--- src/rtl/sweep_ctrl.sv ---
// sweep_ctrl: start/stop-bounded, step-sized, dwell-timed frequency sweep sequencer feeding a DDS tuning word.
module sweep_ctrl #(
  parameter int FW = 14,
  parameter int DW = 24
) (
  input  logic          clk_wave,
  input  logic          sys_rst,
  input  logic          start,
  input  logic          abort,
  input  logic [FW-1:0] f_start,
  input  logic [FW-1:0] f_stop,
  input  logic [FW-1:0] f_step,
  input  logic [DW-1:0] dwell,
  input  logic          mode,
  input  logic          cont,
  output logic [FW-1:0] freq_word,
  output logic          freq_valid,
  output logic          busy,
  output logic          dir,
  output logic          done,
  output logic          err
);
  typedef enum logic [1:0] {IDLE, RUN_UP, RUN_DN} state_t;
  state_t state_q, state_d;
  logic [FW-1:0] word_q, word_d, start_q, stop_q, step_q;
  logic [DW-1:0] cnt_q, cnt_d, dw_q, dw_in;
  logic valid_q, valid_d, busy_q, dir_q, dir_d, done_q, done_d, err_q, err_d;
  logic mode_q, cont_q, accept;
  logic [FW:0] up_w, dn_w;
  logic [FW-1:0] up_word, dn_word;
  assign dw_in   = (dwell == '0) ? DW'(1) : dwell;
  assign accept  = (state_q == IDLE) && start && !abort && (f_start <= f_stop);
  assign up_w    = {1'b0, word_q} + {1'b0, step_q};
  assign dn_w    = {1'b0, word_q} - {1'b0, step_q};
  assign up_word = (up_w > {1'b0, stop_q}) ? stop_q : up_w[FW-1:0];
  // a borrow means the subtraction wrapped, i.e. it went below f_start
  assign dn_word = (dn_w[FW] || dn_w[FW-1:0] < start_q) ? start_q : dn_w[FW-1:0];
  always_comb begin
    state_d = state_q;
    word_d  = word_q;
    cnt_d   = cnt_q;
    dir_d   = dir_q;
    valid_d = 1'b0;
    done_d  = 1'b0;
    err_d   = 1'b0;
    case (state_q)
      IDLE: begin
        if (start && !abort) begin
          if (f_start > f_stop) err_d = 1'b1;
          else begin
            state_d = RUN_UP;
            word_d  = f_start;
            valid_d = 1'b1;
            dir_d   = 1'b0;
            cnt_d   = dw_in - DW'(1);
          end
        end
      end
      RUN_UP: begin
        if (abort || cnt_q != '0) cnt_d = cnt_q - DW'(1);
        else begin
          cnt_d   = dw_q - DW'(1);
          valid_d = 1'b1;
          if (word_q < stop_q) word_d = up_word;
          else if (start_q == stop_q || !mode_q) begin
            word_d = cont_q ? start_q : '0;
            if (!cont_q) begin
              state_d = IDLE;
              done_d  = 1'b1;
              valid_d = word_q != '0;
            end
          end else begin
            state_d = RUN_DN;
            dir_d   = 1'b1;
            word_d  = dn_word;
          end
        end
      end
      RUN_DN: begin
        if (abort || cnt_q != '0) cnt_d = cnt_q - DW'(1);
        else begin
          cnt_d   = dw_q - DW'(1);
          valid_d = 1'b1;
          if (word_q > start_q) word_d = dn_word;
          else if (cont_q) begin
            state_d = RUN_UP;
            dir_d   = 1'b0;
            word_d  = up_word;
          end else begin
            state_d = IDLE;
            done_d  = 1'b1;
            word_d  = '0;
            valid_d = word_q != '0;
          end
        end
      end
      default: state_d = IDLE;
    endcase
    if (state_q != IDLE && abort) begin
      state_d = IDLE;
      word_d  = '0;
      valid_d = word_q != '0;
      dir_d   = 1'b0;
      done_d  = 1'b0;
    end
    if (state_d == IDLE) begin
      cnt_d = '0;
      dir_d = 1'b0;
    end
  end
  always_ff @(posedge clk_wave or negedge sys_rst) begin
    if (!sys_rst) begin
      state_q <= IDLE;
      word_q  <= '0;
      cnt_q   <= '0;
      valid_q <= 1'b0;
      busy_q  <= 1'b0;
      dir_q   <= 1'b0;
      done_q  <= 1'b0;
      err_q   <= 1'b0;
    end else begin
      state_q <= state_d;
      word_q  <= word_d;
      cnt_q   <= cnt_d;
      valid_q <= valid_d;
      busy_q  <= state_d != IDLE;
      dir_q   <= dir_d;
      done_q  <= done_d;
      err_q   <= err_d;
    end
  end
  always_ff @(posedge clk_wave or negedge sys_rst) begin
    if (!sys_rst) begin
      start_q <= '0;
      stop_q  <= '0;
      step_q  <= FW'(1);
      dw_q    <= DW'(1);
      mode_q  <= 1'b0;
      cont_q  <= 1'b0;
    end else if (accept) begin
      start_q <= f_start;
      stop_q  <= f_stop;
      step_q  <= (f_step == '0) ? FW'(1) : f_step;
      dw_q    <= dw_in;
      mode_q  <= mode;
      cont_q  <= cont;
    end
  end
  assign freq_word  = word_q;
  assign freq_valid = valid_q;
  assign busy       = busy_q;
  assign dir        = dir_q;
  assign done       = done_q;
  assign err        = err_q;
endmodule

--- config.mk ---
export PLATFORM = sky130hd
export DESIGN_NAME = sweep_ctrl
export DESIGN_NICKNAME = d
export VERILOG_FILES = /design/src/rtl/sweep_ctrl.sv
export SDC_FILE = /design/constraint.sdc
export NUM_CORES = 1
export LEC_CHECK = 0
export BUFFER_PORTS_ARGS = -buffer_cell sky130_fd_sc_hd__buf_2
export CAP_MARGIN = 20
export CORE_ASPECT_RATIO = 1.5
export CORE_UTILIZATION = 55
export DETAILED_ROUTE_END_ITERATION = 10
export HOLD_SLACK_MARGIN = 0.12
export PLACE_DENSITY_LB_ADDON = 0.25
export SYNTH_ARGS = -nofsm -noshare
export SYNTH_HDL_FRONTEND = slang
export SYNTH_SLANG_ARGS = --single-unit
--- constraint.sdc ---
create_clock -name clk_wave -period 4.3 [get_ports clk_wave]
set_clock_uncertainty 0.15 [all_clocks]
set_input_delay 0.645 -clock clk_wave [delete_from_list [all_inputs] [get_ports clk_wave]]
set_output_delay 0.645 -clock clk_wave [all_outputs]
set_load 0.01 [all_outputs]
==> impl_results.md <==
- Main combinational cell family by area after synthesis: compound AO/OA/AOI/OAI gates
- Number of port buffers: 90
- Number of warnings issued by yosys: 0
- Worst Tran Pin Value: 1.19 ns
- Mapped cell area: 9570 µm²
- Starting Density: 56.6%
- Total of hold buffers inserted after clock tree synthesis: 0
- Slowest cell delay on critical path: 0.58 ns
- Critical Path RT: 4.47 ns
- Floorplan core area: 16,900 µm²
- Number of core rows: 58
- Width of the chip: 110 µm
- Cell at the root of the clock tree: sky130_fd_sc_hd__clkbuf_16
- Library cell occupying the most area in the post-synthesis netlist: sky130_fd_sc_hd__dfrtp_1
- Unrepaired setup endpoints after global routing: true
- Result of the run: finished, violations left
- Number of slew-limit violations in the final report: 0
- Core utilization of the finished layout: 71.6%
- Number of violations reported at the end of detailed-routing iteration 0: 759
- Multi-input combinational cell area: 6610 µm²
- Synthesized instance count: 1,143
- Hold Violations, Final: 0
- Via count of the first global-routing pass: 9,802
- Grt ovf: 0
- Worst setup path class: reg -> reg
- Multiplexer area fraction after synthesis: 6.35%
- Largest net degree at the start of global routing: 114
- Portion of the clock cycle consumed by the worst path in the final layout: 107%
- Top cells by area, synth: sky130_fd_sc_hd__dfrtp_1 29%, sky130_fd_sc_hd__ha_1 13%, sky130_fd_sc_hd__a21oi_1 4.7%, sky130_fd_sc_hd__mux2_2 4.5%, sky130_fd_sc_hd__o21ai_0 4.4%
- Clock-pin slew reported for the worst setup and hold paths after clock tree synthesis: 0.06 ns
- Remaining max-slew budget at the tightest pin: 20.3%
- Cell at the slowest stage of the critical path: sky130_fd_sc_hd__or4_4
- Die area: 17,900 µm²
- Synth Area in Compound Gates: 22.2%
- Number of violations of the max-capacitance limit: 0
- Max Clock Freq: 218 MHz
- First-pass iteration count of the detailed router: 6
- Vias: 9,684
- Final worst setup slack: -0.284 ns
- H-tree depth: 4
- Area share of the largest cell type after synthesis: 29.0%
- Drt wl/cell: 21.4 µm
- Post-synth net total: 1,318
- Average cell area after synthesis: 8.37 µm²
- Number of vias per cell: 6.28
- Startpoint type of the worst setup path: register
- Register area: 2830 µm²
- CP endpoint kind: register
- Total Routing Usage GR: 38.1%
- Sequential cell area fraction in the yosys report: 29.6%
- TritonCTS sink count: 113
- List of most frequent post-synthesis cells: 111 x sky130_fd_sc_hd__dfrtp_1, 107 x sky130_fd_sc_hd__nor2_1, 101 x sky130_fd_sc_hd__ha_1
- Placer's final routability congestion estimate: 0.945
- Fraction of the mapped netlist area in adder cells: 13.6%
- Cells traversed along the worst timing path: buf_6, ha_1, nor2b_2, o31ai_4, a21oi_2, or3_4, xnor2_2, ha_1, nand4_1, or4_4, a21oi_4, o31ai_4, a21oi_4, mux2i_2, o31a_1, a21oi_1, a2111o_1
- Count of antenna diodes in the layout: 0
- Most used standard cell by instance count after synthesis: sky130_fd_sc_hd__dfrtp_1
- Vertical die dimension: 164 µm
- # setup viols final: 14
- Flops & latches, synth: 113
- Fill cell total of the finished layout: 1,367
- Number of synthesized flops with an enable pin: 0
- Clock tree from TritonCTS: yes
- Xor/xnor cell area share of the yosys netlist: 4.94%
- Initial antenna violation count: 0
- Shortest clock period the worst path allows after layout: 4.58 ns
- Nets: 1,495
- Failing checks: setup timing
- Arr. time, crit path: 4.75 ns
- Min-Delay Path Class: in -> async
- IO Count: 91
- Area delta synth->final: 26.5%
- Number of unique standard cell types used by synthesis: 73
- Wire length reported by the detailed router: 33.0 mm
- Fraction of final layout cells sized beyond drive strength 1: 27.5%
- Global-route wire length before repair: 50.5 mm
- Fraction of synthesis flops using an asynchronous set or reset pin: 100%
- CTS Buf Count: 17
- Clock insertion delay at the later pin of the skew report: 0.43 ns
- HPWL after detailed placement: 24.6 mm
- Largest fanout on the critical path: 6
- Top FF cell, synth: sky130_fd_sc_hd__dfrtp_1
- Post-route worst hold slack: 0.153 ns
- Buffers from clock root to sink, at most: 2
- DRC Markers: 0
- Number of nets with antenna violations after routing: 0
- Area share of and/or/nand/nor cells after synthesis: 17.9%
- Setup WS pre-CTS: -0.413 ns
## stage by stage
step	setup TNS (ns)	instance area, µm²	instances
floorplan	-0.0109	9600	1143
global placement	-3.39	10900	1496
detailed placement	-4.69	10900	1496
CTS	-0.502	11900	1538
global route	-3.93	12100	1543
finish	-1.84	12100	1543
## worst max-delay path, delay by kind of cell, from the launching register on
| family | cells | cell delay, ns |
|---|---|---|
| DFF | 1 | 0.40 |
| AOI/OAI and AO/OA | 8 | 1.49 |
| buffers and inverters | 1 | 0.15 |
| xor gates and xnor gates | 1 | 0.16 |
| muxes | 1 | 0.31 |
| and+or+nand+nor | 4 | 1.30 |
| adders and majority gates | 2 | 0.50 |
## cell usage in the layout (no fill, tap or decap), drive strengths merged, types with 12 or more instances in the layout
cell,count
mux2i,18
o21ai,92
nand4,16
inv,86
a21oi,92
nor2,108
nor3,32
clkbuf,17
nor4,18
nand3,19
xor2,16
buf,208
and2,12
mux2,38
a211oi,39
nand2,93
a31oi,15
ha,101
xnor2,38
dfrtp,111
## flip-flops by register name, summed over array words and instances, names as in the netlist
name	cells
busy	1
step_q	14
freq_word	14
err	1
mode_q	1
state_q	2
cont_q	1
stop_q	14
cnt_q	24
done	1
dir	1
dw_q	24
freq_valid	1
start_q	14
## cell type report
| cell class | instances | area share [%] |
|---|---|---|
| clock buffer | 17 | 3.51 |
| clock inverter | 15 | 1.90 |
| inverter | 82 | 2.62 |
| multi-input combinational | 898 | 54.6 |
| sequential | 113 | 23.4 |
| tap | 210 | 2.17 |
| timing repair buffer | 208 | 11.8 |
## kinds of logic (layout without fill, tap and decap cells)
logic type / after synthesis / in the layout
xor gates and xnor gates: 54 / 54
and+or+nand+nor: 354 / 354
AOI/OAI and AO/OA: 331 / 331
buffers and inverters: 132 / 322
DFF: 113 / 113
adders and majority gates: 103 / 103
muxes: 56 / 56
## final timing paths
kind / startpoint / to / slack (ns) / cells past startpoint
worst max-delay path: freq_word[1] / freq_word[11] / -0.28 / 17
max in group asynchronous: sys_rst / dw_q[16] / 3.34 / 2
worst max register to register: freq_word[1] / freq_word[11] / -0.28 / 17
worst min register to register: dw_q[16] / dw_q[16] / 0.36 / 1
min in group clk_wave: f_step[11] / step_q[11] / 0.28 / 3
worst min-delay path: sys_rst / step_q[2] / 0.15 / 2
## what timing repair did
item / 4_1_cts / 5_1_grt
setup endpoints to repair: 14 / 14
resized for setup: 62 / 31
pin swaps: 25 / 22
setup buffers: 11 / 7
## metal layers
layer	part of all wire, %	vias to the layer above	GRT usage [%]
li1	-	4500	-
met1	35	4601	38.7
met2	51	431	67.6
met3	5.1	152	5.83
met4	8.4	0	31.2
met5	0	-	0
Power is left out: the tool's default activity adds up to more than one toggle a clock period on the data nets, which glitch-free logic cannot reach.
